`config.mk`:
```
export PLATFORM = sky130hd
export DESIGN_NAME = multi_hold_detector
export DESIGN_NICKNAME = d
export VERILOG_FILES = /design/src/rtl/multi_hold_detector.sv
export SDC_FILE = /design/constraint.sdc
export NUM_CORES = 1
export LEC_CHECK = 0
export BUFFER_PORTS_ARGS = -buffer_cell sky130_fd_sc_hd__buf_2
export CORE_AREA = 2 2 103 105
export CTS_BUF_LIST = sky130_fd_sc_hd__clkbuf_8
export CTS_CLUSTER_SIZE = 14
export DETAILED_ROUTE_END_ITERATION = 7
export DIE_AREA = 0 0 105 107
export PLACE_DENSITY = 0.81
export SLEW_MARGIN = 0
export SYNTH_ARGS = -nofsm -noshare
export SYNTH_HDL_FRONTEND = slang
export SYNTH_SLANG_ARGS = --single-unit
```
`constraint.sdc`:
```
create_clock -name clk -period 3.5 [get_ports clk]
set_input_delay 0.7 -clock clk [delete_from_list [all_inputs] [get_ports clk]]
set_output_delay 0.7 -clock clk [all_outputs]
set_load 0.01 [all_outputs]
```
`src/rtl/multi_hold_detector.sv`:
```
// Purpose: per-channel button classifier (short press, long hold, auto-repeat) with shared ms prescaler.
// Latency: btn_in edge -> output change on the 4th rising clk edge (2 sync + FSM + output register).
// Backpressure: none; pulses are fire-and-forget single-cycle strobes, long_hold is a level.
module multi_hold_detector #(
    parameter int NUM_CH      = 4,
    parameter int CLK_PER_MS  = 1000,
    parameter int DEBOUNCE_MS = 20,
    parameter int HOLD_MS     = 5000,
    parameter int REPEAT_MS   = 0
) (
    input  logic              clk,
    input  logic              reset_n,
    input  logic [NUM_CH-1:0] btn_in,
    output logic [NUM_CH-1:0] short_press,
    output logic [NUM_CH-1:0] long_pulse,
    output logic [NUM_CH-1:0] long_hold,
    output logic [NUM_CH-1:0] repeat_pulse
);

    localparam int CNT_TOP = (HOLD_MS > REPEAT_MS) ? HOLD_MS : REPEAT_MS;
    localparam int CNT_W   = $clog2(CNT_TOP + 1);
    localparam int PRE_W   = $clog2(CLK_PER_MS);

    localparam logic [PRE_W-1:0] PRE_LAST = PRE_W'(CLK_PER_MS - 1);
    localparam logic [CNT_W-1:0] CNT_SAT  = {CNT_W{1'b1}};
    localparam logic [CNT_W-1:0] DEB_CNT  = CNT_W'(DEBOUNCE_MS);
    localparam logic [CNT_W-1:0] HOLD_CNT = CNT_W'(HOLD_MS);
    localparam logic [CNT_W-1:0] REP_CNT  = CNT_W'(REPEAT_MS);

    typedef enum logic [1:0] {
        ST_IDLE,
        ST_DEBOUNCE,
        ST_PRESSED,
        ST_HELD
    } state_t;

    logic [NUM_CH-1:0] sync1_q, sync1_d;
    logic [NUM_CH-1:0] sync2_q, sync2_d;
    logic [PRE_W-1:0]  pre_q, pre_d;
    logic              tick;

    state_t            state_q [NUM_CH];
    state_t            state_d [NUM_CH];
    logic [CNT_W-1:0]  cnt_q   [NUM_CH];
    logic [CNT_W-1:0]  cnt_d   [NUM_CH];
    logic [CNT_W-1:0]  cnt_inc [NUM_CH];

    // FSM-stage event strobes, re-registered once more before reaching the ports
    logic [NUM_CH-1:0] ev_short_q, ev_short_d;
    logic [NUM_CH-1:0] ev_long_q,  ev_long_d;
    logic [NUM_CH-1:0] ev_rep_q,   ev_rep_d;

    logic [NUM_CH-1:0] short_press_q,  short_press_d;
    logic [NUM_CH-1:0] long_pulse_q,   long_pulse_d;
    logic [NUM_CH-1:0] long_hold_q,    long_hold_d;
    logic [NUM_CH-1:0] repeat_pulse_q, repeat_pulse_d;

    // Two-flop synchroniser and free-running millisecond prescaler
    always_comb begin
        sync1_d = btn_in;
        sync2_d = sync1_q;
        tick    = (pre_q == PRE_LAST);
        pre_d   = tick ? '0 : pre_q + 1'b1;
    end

    // Saturating increment so a counter can never wrap back into a threshold
    always_comb begin
        for (int ch = 0; ch < NUM_CH; ch++) begin
            cnt_inc[ch] = (cnt_q[ch] == CNT_SAT) ? cnt_q[ch] : cnt_q[ch] + 1'b1;
        end
    end

    // Per-channel press FSM; a release always wins over a same-cycle tick
    always_comb begin
        ev_short_d = '0;
        ev_long_d  = '0;
        ev_rep_d   = '0;
        for (int ch = 0; ch < NUM_CH; ch++) begin
            state_d[ch] = state_q[ch];
            cnt_d[ch]   = cnt_q[ch];
            case (state_q[ch])
                ST_IDLE: begin
                    cnt_d[ch] = '0;
                    if (sync2_q[ch]) begin
                        state_d[ch] = ST_DEBOUNCE;
                    end
                end
                ST_DEBOUNCE: begin
                    if (!sync2_q[ch]) begin
                        state_d[ch] = ST_IDLE;
                        cnt_d[ch]   = '0;
                    end else if (tick) begin
                        cnt_d[ch] = cnt_inc[ch];
                        if (cnt_inc[ch] == DEB_CNT) begin
                            state_d[ch] = ST_PRESSED;
                        end
                    end
                end
                ST_PRESSED: begin
                    if (!sync2_q[ch]) begin
                        state_d[ch]    = ST_IDLE;
                        cnt_d[ch]      = '0;
                        ev_short_d[ch] = 1'b1;
                    end else if (tick) begin
                        if (cnt_inc[ch] == HOLD_CNT) begin
                            state_d[ch]   = ST_HELD;
                            cnt_d[ch]     = '0;
                            ev_long_d[ch] = 1'b1;
                        end else begin
                            cnt_d[ch] = cnt_inc[ch];
                        end
                    end
                end
                ST_HELD: begin
                    if (!sync2_q[ch]) begin
                        state_d[ch] = ST_IDLE;
                        cnt_d[ch]   = '0;
                    end else if ((REPEAT_MS > 0) && tick) begin
                        if (cnt_inc[ch] == REP_CNT) begin
                            ev_rep_d[ch] = 1'b1;
                            cnt_d[ch]    = '0;
                        end else begin
                            cnt_d[ch] = cnt_inc[ch];
                        end
                    end
                end
                default: begin
                    state_d[ch] = ST_IDLE;
                    cnt_d[ch]   = '0;
                end
            endcase
        end
    end

    // Output register stage; long_hold follows HELD so it rises with long_pulse
    always_comb begin
        short_press_d  = ev_short_q;
        long_pulse_d   = ev_long_q;
        repeat_pulse_d = ev_rep_q;
        for (int ch = 0; ch < NUM_CH; ch++) begin
            long_hold_d[ch] = (state_q[ch] == ST_HELD);
        end
    end

    // All state and outputs clear asynchronously on reset
    always_ff @(posedge clk or negedge reset_n) begin
        if (!reset_n) begin
            sync1_q        <= '0;
            sync2_q        <= '0;
            pre_q          <= '0;
            ev_short_q     <= '0;
            ev_long_q      <= '0;
            ev_rep_q       <= '0;
            short_press_q  <= '0;
            long_pulse_q   <= '0;
            long_hold_q    <= '0;
            repeat_pulse_q <= '0;
            for (int ch = 0; ch < NUM_CH; ch++) begin
                state_q[ch] <= ST_IDLE;
                cnt_q[ch]   <= '0;
            end
        end else begin
            sync1_q        <= sync1_d;
            sync2_q        <= sync2_d;
            pre_q          <= pre_d;
            ev_short_q     <= ev_short_d;
            ev_long_q      <= ev_long_d;
            ev_rep_q       <= ev_rep_d;
            short_press_q  <= short_press_d;
            long_pulse_q   <= long_pulse_d;
            long_hold_q    <= long_hold_d;
            repeat_pulse_q <= repeat_pulse_d;
            for (int ch = 0; ch < NUM_CH; ch++) begin
                state_q[ch] <= state_d[ch];
                cnt_q[ch]   <= cnt_d[ch];
            end
        end
    end

    assign short_press  = short_press_q;
    assign long_pulse   = long_pulse_q;
    assign long_hold    = long_hold_q;
    assign repeat_pulse = repeat_pulse_q;

endmodule

```
==> out/qor.txt, run 1 <==
largest net degree at the start of global routing: 87
Die H: 107 um
R2R depth: 10
FP Rows: 37
I/O Buffers: 17
max frequency: 317 MHz
PD cells: 493 nW/um^2
post-synthesis cell count: 719
critical path class: reg2reg
total chip power: 0.00329 W
VDD IR-drop max: 0.000380 V
Worst slew margin: 29.6%
CP top delay family: simple AND/OR/NAND/NOR gates
largest family of logic cells by synthesized area: simple AND/OR/NAND/NOR gates
first-pass iteration count of the detailed router: 5
die area: 11200 um^2
Die W: 105 um
Synth cell types: 86
Sequential Power Share: 39.8%
initial antenna violation count: 0
met3 routed WL: 887 um
Top FF cell, synth: dfrtp_1
Hold Path Stages: 0
Final setup viols: 0
Routed Antenna Nets: 0
Sw Pwr: 0.00122 W
Synth Area in Compound Gates: 22.5%
Worst path depth: 10
CTS Buffer Depth: 2
clock skew: 7.88 ps
vias in the first global route: 5041
Clock Power Share: 24.9%
Placed Instances: 835
worst-margin pin slew: 1060 ps
Leak: 2.79 nW
met2 wire len: 6840 um
core area: 10100 um^2
post-CTS resize count: 0
via count of the routed design: 5493
CTS H-tree depth: 3
Hold WS: 358 ps
CTS tree: done
synth warn: 0
asr flop ratio synth: 100%
CTS sink count: 98
drt initial violations: 371
leading cell type in the layout, fill and taps excluded: dfrtp_1
Bufs and invs on worst path: 1
final hold vios: 0
peak fanout along the critical path: 9
Setup Buffers After CTS: 0
first-pass GRT wire length: 23700 um
Worst EP arrival: 3420 ps
CP cell instances: ha_1 -> and3_1 -> nand4_1 -> or3_1 -> a211oi_1 -> and2_1 -> a311o_1 -> buf_4 -> nor3_1 -> a22o_1
hpwl dp: 9850 um
Ports: 22
nets: 741
Netlist Area Pre-Place: 6350 um^2
CP Capture Type: flip-flop
Post-synth EDFFs: 0
Final Instance Area: 6680 um^2
multiplexer share of the synthesized area: 1.14%
number of diodes: 0
layout cells sized above 1: 9.94%
Internal: 0.00208 W
most frequent cells in the layout: dfrtp_1, nand2_1, nor2_1, nand3_1, a21oi_1
Post-Route WL: 13800 um
Clock transition at path regs: 90 ps
Simple-Gate Fraction of Synth Area: 25.0%
RSZ-0062 raised after global routing: false
Final TNS setup: 0 ps
DRC Markers: 0
register area share after synthesis: 38.6%
Worst-Skew Late Latency: 370 ps
Initial Util: 62.9%
final worst-path cycle share: 90.0%
Sw Ratio: 36.9%
outcome: completed
Post-Synth XOR/XNOR Area: 2.62%
Worst Hold Class: reg2reg
Clock Tree Root: clkbuf_8
GRT Total Usage: 25.8%
number of fill cells: 856
Area growth syn-to-layout: 5.16%
CP Launch Type: flip-flop
Worst path max stage delay: 490 ps
total CTS buffers: 9
Top Layer Used: met4
DR vias/cell: 6.46
met1 wire length: 5840 um
wire per inst: 16.2 um
Routability Congestion: 0.973
Max-cap violations: 0
#FFs+latches synth: 98
Comb power frac: 35.3%
placed instance area: 6450 um^2
required time worst endpoint: 3770 ps
minimum clock period: 3150 ps
max-slew violation count: 0
cts hold-fix bufs: 0
grt total ovfl: 0
R2R setup slack: 350 ps
Avg Inst Size Synth: 8.83 um^2
crit path max-delay cell type: dfrtp_1
Post-Synth Adder-Cell Area: 4.93%
non-filler cells in the finished layout: 850
-- cells in the mapped netlist, types with 16 or more instances --
cell | count | area (um^2)
dfrtp_1 | 98 | 2450
nand2_1 | 72 | 270
nor2_1 | 62 | 233
nand3_1 | 39 | 195
a21oi_1 | 35 | 175
o21ai_0 | 32 | 160
ha_1 | 25 | 313
inv_1 | 23 | 86.3
buf_2 | 21 | 105
nor3_1 | 20 | 100
clkbuf_1 | 19 | 71.3
a31oi_1 | 16 | 100
-- power groups by stage --
stage	clock network (W)	logic (W)	registers, W
2_1_floorplan	0	0.000874	0.00132
3_3_place_gp	0	0.00110	0.00132
3_5_place_dp	0	0.00115	0.00133
4_1_cts	0.000847	0.00116	0.00131
5_1_grt	0.000889	0.00129	0.00133
6_report	0.000820	0.00116	0.00131
-- state kept, by name, indices dropped and copies added (netlist names) --
name / flops
cnt_q: 52
ev_long_q: 4
ev_short_q: 4
long_hold: 4
long_pulse: 4
pre_q: 10
short_press: 4
state_q: 8
sync1_q: 4
sync2_q: 4
-- cell families (layout without fill, tap and decap cells) --
| kind of cell | count (synthesis) | after routing |
|---|---|---|
| xor gates and xnor gates | 19 | 19 |
| adders and majority gates | 25 | 25 |
| and+or+nand+nor | 298 | 298 |
| AOI/OAI and AO/OA | 199 | 199 |
| muxes | 7 | 7 |
| DFF | 98 | 98 |
| buffers and inverters | 72 | 64 |
| other | 1 | 4 |
-- worst reg2reg max path: cells and delay by family (launching register included) --
| family | cells | cell delay [ps] |
|---|---|---|
| AO/OA/AOI/OAI | 3 | 880 |
| adder cells (fa/ha/maj) | 1 | 270 |
| buffers and inverters | 1 | 230 |
| flip-flops | 1 | 490 |
| AND/OR/NAND/NOR | 5 | 1180 |
-- per-stage QoR --
step                      worst slack (ps)  utilization (%)
after floorplan                        722                -
after global placement                 480             63.9
after detailed placement               416             63.9
after CTS                              356             66.2
after global routing                  57.9             66.2
final                                  349             66.2
-- worst paths after layout --
kind,startpoint,to
setup / recovery,cnt_q[13],cnt_q[14]
hold / removal,sync1_q[3],sync2_q[3]
setup reg to reg,cnt_q[13],cnt_q[14]
hold reg to reg,sync1_q[3],sync2_q[3]
max in group asynchronous,reset_n,cnt_q[46]
min in group asynchronous,reset_n,cnt_q[32]
-- layout make-up --
type | count | area, um^2 | area share [%]
Multi-Input combinational cell | 552 | 3590 | 53.8
Sequential cell | 98 | 2450 | 36.7
Tap cell | 136 | 170 | 2.55
Timing Repair Buffer | 25 | 148 | 2.21
Clock buffer | 10 | 138 | 2.06
Inverter | 24 | 90.1 | 1.35
Clock inverter | 5 | 85.1 | 1.27
-- metal layers --
layer / vias up / GRT usage, %
met5: - / 0
met4: 0 / 8.29
met3: 19 / 6.14
met2: 211 / 43.6
met1: 2634 / 33.0
li1: 2629 / -
No activity file was read; power rests on OpenSTA's default activity.
==> run 2, diff against run 1 <==
MAX_ROUTING_LAYER = met4   (was not set)
==> run 2 against run 1 <==
Register-to-register slack worse by 30 ps. Final cell count is 0.35% higher. Via count hardly changed. Sequential share of layout area is 0.11 points lower. Largest cell class unchanged. Sequential cell count stayed put. Setup slack worse by 31 ps.
==> out/qor.txt, run 2 (synthesized netlist as in run 1, its figures left out) <==
GRT Total Usage: 26.8% (+0.94 points)
nets: 743 (+0.27%)
clock skew: 15.7 ps (+7.77 ps)
hpwl dp: 10200 um (+3.3%)
Initial Util: 62.9% (unchanged)
Clock Tree Root: clkbuf_8
FP Rows: 37 (unchanged)
first-pass iteration count of the detailed router: 5 (unchanged)
final worst-path cycle share: 90.9% (+0.89 points)
Setup Buffers After CTS: 0 (unchanged)
Worst Hold Class: in2async
Area growth syn-to-layout: 5.48%
grt total ovfl: 0 (unchanged)
Sequential Power Share: 39.5% (-0.3 points)
placed instance area: 6470 um^2 (+0.23%)
FF-to-FF Start: cnt_q[39]
minimum clock period: 3180 ps (+31.1 ps)
Max-cap violations: 0 (unchanged)
via count of the routed design: 5497 (+0.073%)
Comb power frac: 35.5% (+0.2 points)
leading cell type in the layout, fill and taps excluded: dfrtp_1
number of diodes: 0 (unchanged)
CTS Buffer Depth: 2 (unchanged)
most frequent cells in the layout: dfrtp_1, nand2_1, nor2_1, nand3_1, a21oi_1
Die W: 105 um (unchanged)
CP Launch Type: flip-flop
Final setup viols: 0 (unchanged)
total CTS buffers: 9 (unchanged)
post-CTS resize count: 0 (unchanged)
Worst slew margin: 50.3% (+21 points)
Leak: 2.81 nW (+0.50%)
cts hold-fix bufs: 0 (unchanged)
I/O Buffers: 17 (unchanged)
CTS sink count: 98 (unchanged)
Ports: 22 (unchanged)
Post-Route WL: 14100 um (+2.1%)
layout cells sized above 1: 10.3% (+0.38 points)
Sw Pwr: 0.00123 W (+1.5%)
Routability Congestion: 0.952 (-2.1%)
peak fanout along the critical path: 16 (+7)
max frequency: 314 MHz (-0.98%)
Worst EP arrival: 3460 ps (+40 ps)
total chip power: 0.00332 W (+0.82%)
Final Instance Area: 6700 um^2 (+0.30%)
largest net degree at the start of global routing: 50 (-43%)
DRC Markers: 0 (unchanged)
core area: 10100 um^2 (unchanged)
CTS tree: done
Die H: 107 um (unchanged)
register name with the most flops: cnt_q
vias in the first global route: 5127 (+1.7%)
Worst Setup SP: cnt_q[39]
outcome: completed
initial antenna violation count: 0 (unchanged)
RSZ-0062 raised after global routing: false
first-pass GRT wire length: 24000 um (+1.0%)
worst-margin pin slew: 746 ps (-310 ps)
Clock transition at path regs: 100 ps (about the same)
max-slew violation count: 0 (unchanged)
drt initial violations: 311 (-16%)
max FFs per register: 52 (unchanged)
CTS H-tree depth: 3 (unchanged)
Regs by FF count: cnt_q: 52 flops, pre_q: 10 flops, state_q: 8 flops
Routed Antenna Nets: 0 (unchanged)
Internal: 0.00208 W (+0.44%)
Clock Power Share: 25.0% (about the same)
VDD IR-drop max: 0.000332 V (-13%)
Worst-Skew Late Latency: 380 ps (about the same)
critical path class: reg2reg
Sw Ratio: 37.2% (+0.24 points)
wire per inst: 16.5 um (+1.7%)
CP Capture Type: flip-flop
die area: 11200 um^2 (unchanged)
DR vias/cell: 6.44 (-0.28%)
required time worst endpoint: 3780 ps (about the same)
Final TNS setup: 0 ps (unchanged)
PD cells: 496 nW/um^2 (+0.51%)
final hold vios: 0 (unchanged)
run 2: worst paths after layout:
check / endpoint / slack (ps) / cells after the start
worst max register to register: cnt_q[45] / 320 / 10
min in group clk: sync2_q[0] / 350 / 0
worst min register to register: sync2_q[0] / 350 / 0
worst max-delay path: cnt_q[45] / 320 / 10
worst min-delay path: cnt_q[33] / 330 / 1
max in group asynchronous: cnt_q[24] / 2400 / 2
run 2: per-stage QoR:
step / setup WS (ps) / utilization, % / std cells / hold WS (ps)
floorplan: 722 / - / 722 / 331
global placement: 550 / 64.1 / 837 / 331
detailed placement: 399 / 64.1 / 837 / 336
CTS: 369 / 66.4 / 853 / 343
global route: 101 / 66.4 / 853 / 364
finish: 318 / 66.4 / 853 / 326
run 2: worst max-delay path, cell delays in order (launching register included):
cell and delay, ps:
dfrtp_1 480, ha_1 330, nand4_2 260, o41ai_4 420
nor2_1 90, xor2_1 370, nor3_1 120, a21boi_1 360
buf_4 300, o211ai_1 110, a22oi_1 250
run 2: layout make-up:
cell class | instances | area (um^2)
timing repair buffer | 27 | 163
fill | 829 | 3400
clock inverter | 6 | 90.1
tap | 136 | 170
sequential | 98 | 2450
inverter | 24 | 90.1
clock buffer | 10 | 138
multi-input combinational | 552 | 3590
run 2: per-layer routing:
layer / vias up / GRT usage [%] / wire, um
met4: 0 / 8.48 / 231
met2: 215 / 42.9 / 6820
met3: 28 / 4.32 / 915
li1: 2655 / - / -
met5: - / - / 0
met1: 2599 / 35.3 / 6100
run 2: power by group through the flow:
stage,sequential [W],clock (W),combinational [W]
global placement,0.00132,0,0.00112
finish,0.00131,0.000828,0.00118
global route,0.00133,0.000910,0.00131
floorplan,0.00132,0,0.000874
CTS,0.00131,0.000852,0.00116
detailed placement,0.00133,0,0.00116
==> run 3, diff against run 2 <==
CELL_PAD_IN_SITES_DETAIL_PLACEMENT = 0   (was not set)
CELL_PAD_IN_SITES_GLOBAL_PLACEMENT = 1   (was not set)
CORE_AREA = 2 2 116 118   (was 2 2 103 105)
DIE_AREA = 0 0 118 120   (was 0 0 105 107)
PLACE_DENSITY = not set   (was 0.81)
PLACE_DENSITY_LB_ADDON = 0.1   (was not set)
==> run 3 against run 2 <==
Sequential share of layout area shrank 0.37 points. Final cell count grew 4.7%. Sequential cell count is the same. Count of clock-buffer cells in the layout grew 1. Critical path type unchanged. Highest routed layer unchanged.
==> out/qor.txt, run 3 (synthesized netlist as in run 1, its figures left out) <==
outcome: completed
Sw Ratio: 36.8% (-0.37 points)
vias in the first global route: 5120 (-0.14%)
Post-Route WL: 14300 um (+1.5%)
DRC Markers: 0 (unchanged)
total CTS buffers: 9 (unchanged)
PD cells: 492 nW/um^2 (-0.73%)
Worst EP arrival: 3440 ps (-20 ps)
RSZ-0062 raised after global routing: false
Top Layer Used: met4
Final Util: 52.1% (-14 points)
met2 wire len: 6500 um (-4.7%)
Clock transition at path regs: 90 ps (about the same)
Comb power frac: 35.4% (about the same)
met3 routed WL: 516 um (-44%)
CP cell instances: ha_1 -> nand4_2 -> nor4_4 -> nor3b_2 -> o221ai_2 -> nor3_1 -> a21boi_1 -> buf_4 -> o21ai_0 -> a22oi_1
dpl ws: 294 ps (-105 ps)
via count of the routed design: 5353 (-2.6%)
initial antenna violation count: 0 (unchanged)
Routability Congestion: 0.953 (+0.12%)
worst-margin pin slew: 758 ps (+12.6 ps)
hpwl dp: 10300 um (+0.91%)
core area: 13000 um^2 (+29%)
Final setup viols: 0 (unchanged)
layout cells sized above 1: 10.3% (unchanged)
Worst path max stage delay: 480 ps (about the same)
Internal: 0.00210 W (+0.86%)
Worst slew margin: 49.4% (-0.84 points)
Clock Power Share: 25.4% (+0.4 points)
first-pass GRT wire length: 24800 um (+3.1%)
Die H: 120 um (+12%)
Die W: 118 um (+12%)
Final TNS setup: 0 ps (unchanged)
first-pass iteration count of the detailed router: 5 (unchanged)
VDD IR-drop max: 0.000441 V (+33%)
wire per inst: 16.0 um (-3.0%)
I/O Buffers: 17 (unchanged)
final setup margin: 298 ps (-19.5 ps)
final hold vios: 0 (unchanged)
GRT Total Usage: 21.9% (-4.9 points)
CTS sink count: 98 (unchanged)
minimum clock period: 3200 ps (+19.5 ps)
number of diodes: 0 (unchanged)
critical path class: reg2reg
Ports: 22 (unchanged)
clock skew: 9.53 ps (-6.12 ps)
CP Capture Type: flip-flop
CTS Buffer Depth: 2 (unchanged)
Sequential Power Share: 39.3% (-0.2 points)
largest net degree at the start of global routing: 52 (+4.0%)
DR vias/cell: 5.99 (-7.0%)
nets: 743 (unchanged)
drt initial violations: 455 (+46%)
Area growth syn-to-layout: 6.54%
required time worst endpoint: 3740 ps (-40 ps)
leading cell type in the layout, fill and taps excluded: dfrtp_1
Regs by FF count: cnt_q: 52 flops, pre_q: 10 flops, state_q: 8 flops
register name with the most flops: cnt_q
peak fanout along the critical path: 16 (unchanged)
total chip power: 0.00333 W (+0.27%)
met1 wire length: 7020 um (+15%)
CP Launch Type: flip-flop
max frequency: 312 MHz (-0.61%)
FP Rows: 42 (+14%)
Initial Util: 48.9% (-14 points)
grt total ovfl: 0 (unchanged)
final worst-path cycle share: 91.5% (+0.56 points)
Max-cap violations: 0 (unchanged)
Leak: 2.82 nW (+0.47%)
Worst Hold Class: in2async
CTS H-tree depth: 3 (unchanged)
most frequent cells in the layout: dfrtp_1, nand2_1, nor2_1, nand3_1, a21oi_1
Routed Antenna Nets: 0 (unchanged)
max-slew violation count: 0 (unchanged)
Clock Tree Root: clkbuf_8
max FFs per register: 52 (unchanged)
number of fill cells: 1243 (+50%)
Setup Buffers After CTS: 0 (unchanged)
area occupied by multi-input gates: 3600 um^2 (+0.10%)
Worst-Skew Late Latency: 380 ps (about the same)
die area: 14200 um^2 (+26%)
Sw Pwr: 0.00122 W (-0.73%)
crit path max-delay cell type: dfrtp_1
CTS tree: done
register area: 2450 um^2 (unchanged)
==> run 3: cell count changes in the layout (fill, tap and decap cells not counted), sizes merged <==
cell	delta
clkbuf	+1
inv	+1
clkinvlp	-1
clkinv	-1
==> run 3: metal layers <==
layer | up-vias | global-route usage [%]
li1 | 2636 | -
met1 | 2562 | 30.2
met2 | 132 | 33.0
met3 | 23 | 3.04
met4 | 0 | 8.28
met5 | - | -
==> run 3: path summary, 6_finish.rpt <==
kind,endpoint,slack (ps),from,depth (start not counted)
max in group asynchronous,ev_short_q[3],2480,reset_n,2
worst min register to register,sync2_q[0],350,sync1_q[0],0
worst max-delay path,cnt_q[51],300,cnt_q[39],10
min in group clk,sync2_q[0],350,sync1_q[0],0
worst min-delay path,cnt_q[33],330,reset_n,1
worst max register to register,cnt_q[51],300,cnt_q[39],10
==> run 3: repair_timing <==
item / 4_1_cts / 5_1_grt
setup endpoints to repair: 0 / 5
gates resized for setup: 0 / 1
hold buffers: 0 / 0
==> run 3: layout make-up <==
| class | instances | share of cell area [%] |
|---|---|---|
| inverters | 24 | 1.33 |
| flip-flops and latches | 98 | 36.3 |
| clock inverters | 5 | 1.15 |
| clock buffers | 11 | 2.24 |
| multi-input cells | 552 | 53.2 |
| well taps | 176 | 3.26 |
| repair buffers | 27 | 2.59 |
==> run 3: power by group through the flow <==
stage          clock network (W)  logic [W]  registers, W
2_1_floorplan                  0   0.000874       0.00132
3_3_place_gp                   0    0.00115       0.00132
3_5_place_dp                   0    0.00116       0.00133
6_report                0.000844    0.00118       0.00131
5_1_grt                 0.000923    0.00133       0.00132
4_1_cts                 0.000872    0.00117       0.00131
==> run 3: per-stage QoR <==
step	hold WS, ps	instances	cell area [um^2]
5_1_grt	357	893	6760
3_3_place_gp	332	877	6530
3_5_place_dp	337	877	6530
4_1_cts	354	893	6760
2_1_floorplan	331	722	6360
6_report	333	893	6760
==> run 3: worst max-delay path: cells and delay by family (launching register included) <==
| family | cells | cell delay [ps] |
|---|---|---|
| buf+inv | 1 | 240 |
| compound gates | 4 | 770 |
| fa+ha+maj | 1 | 340 |
| flops | 1 | 480 |
| simple gates | 4 | 1240 |
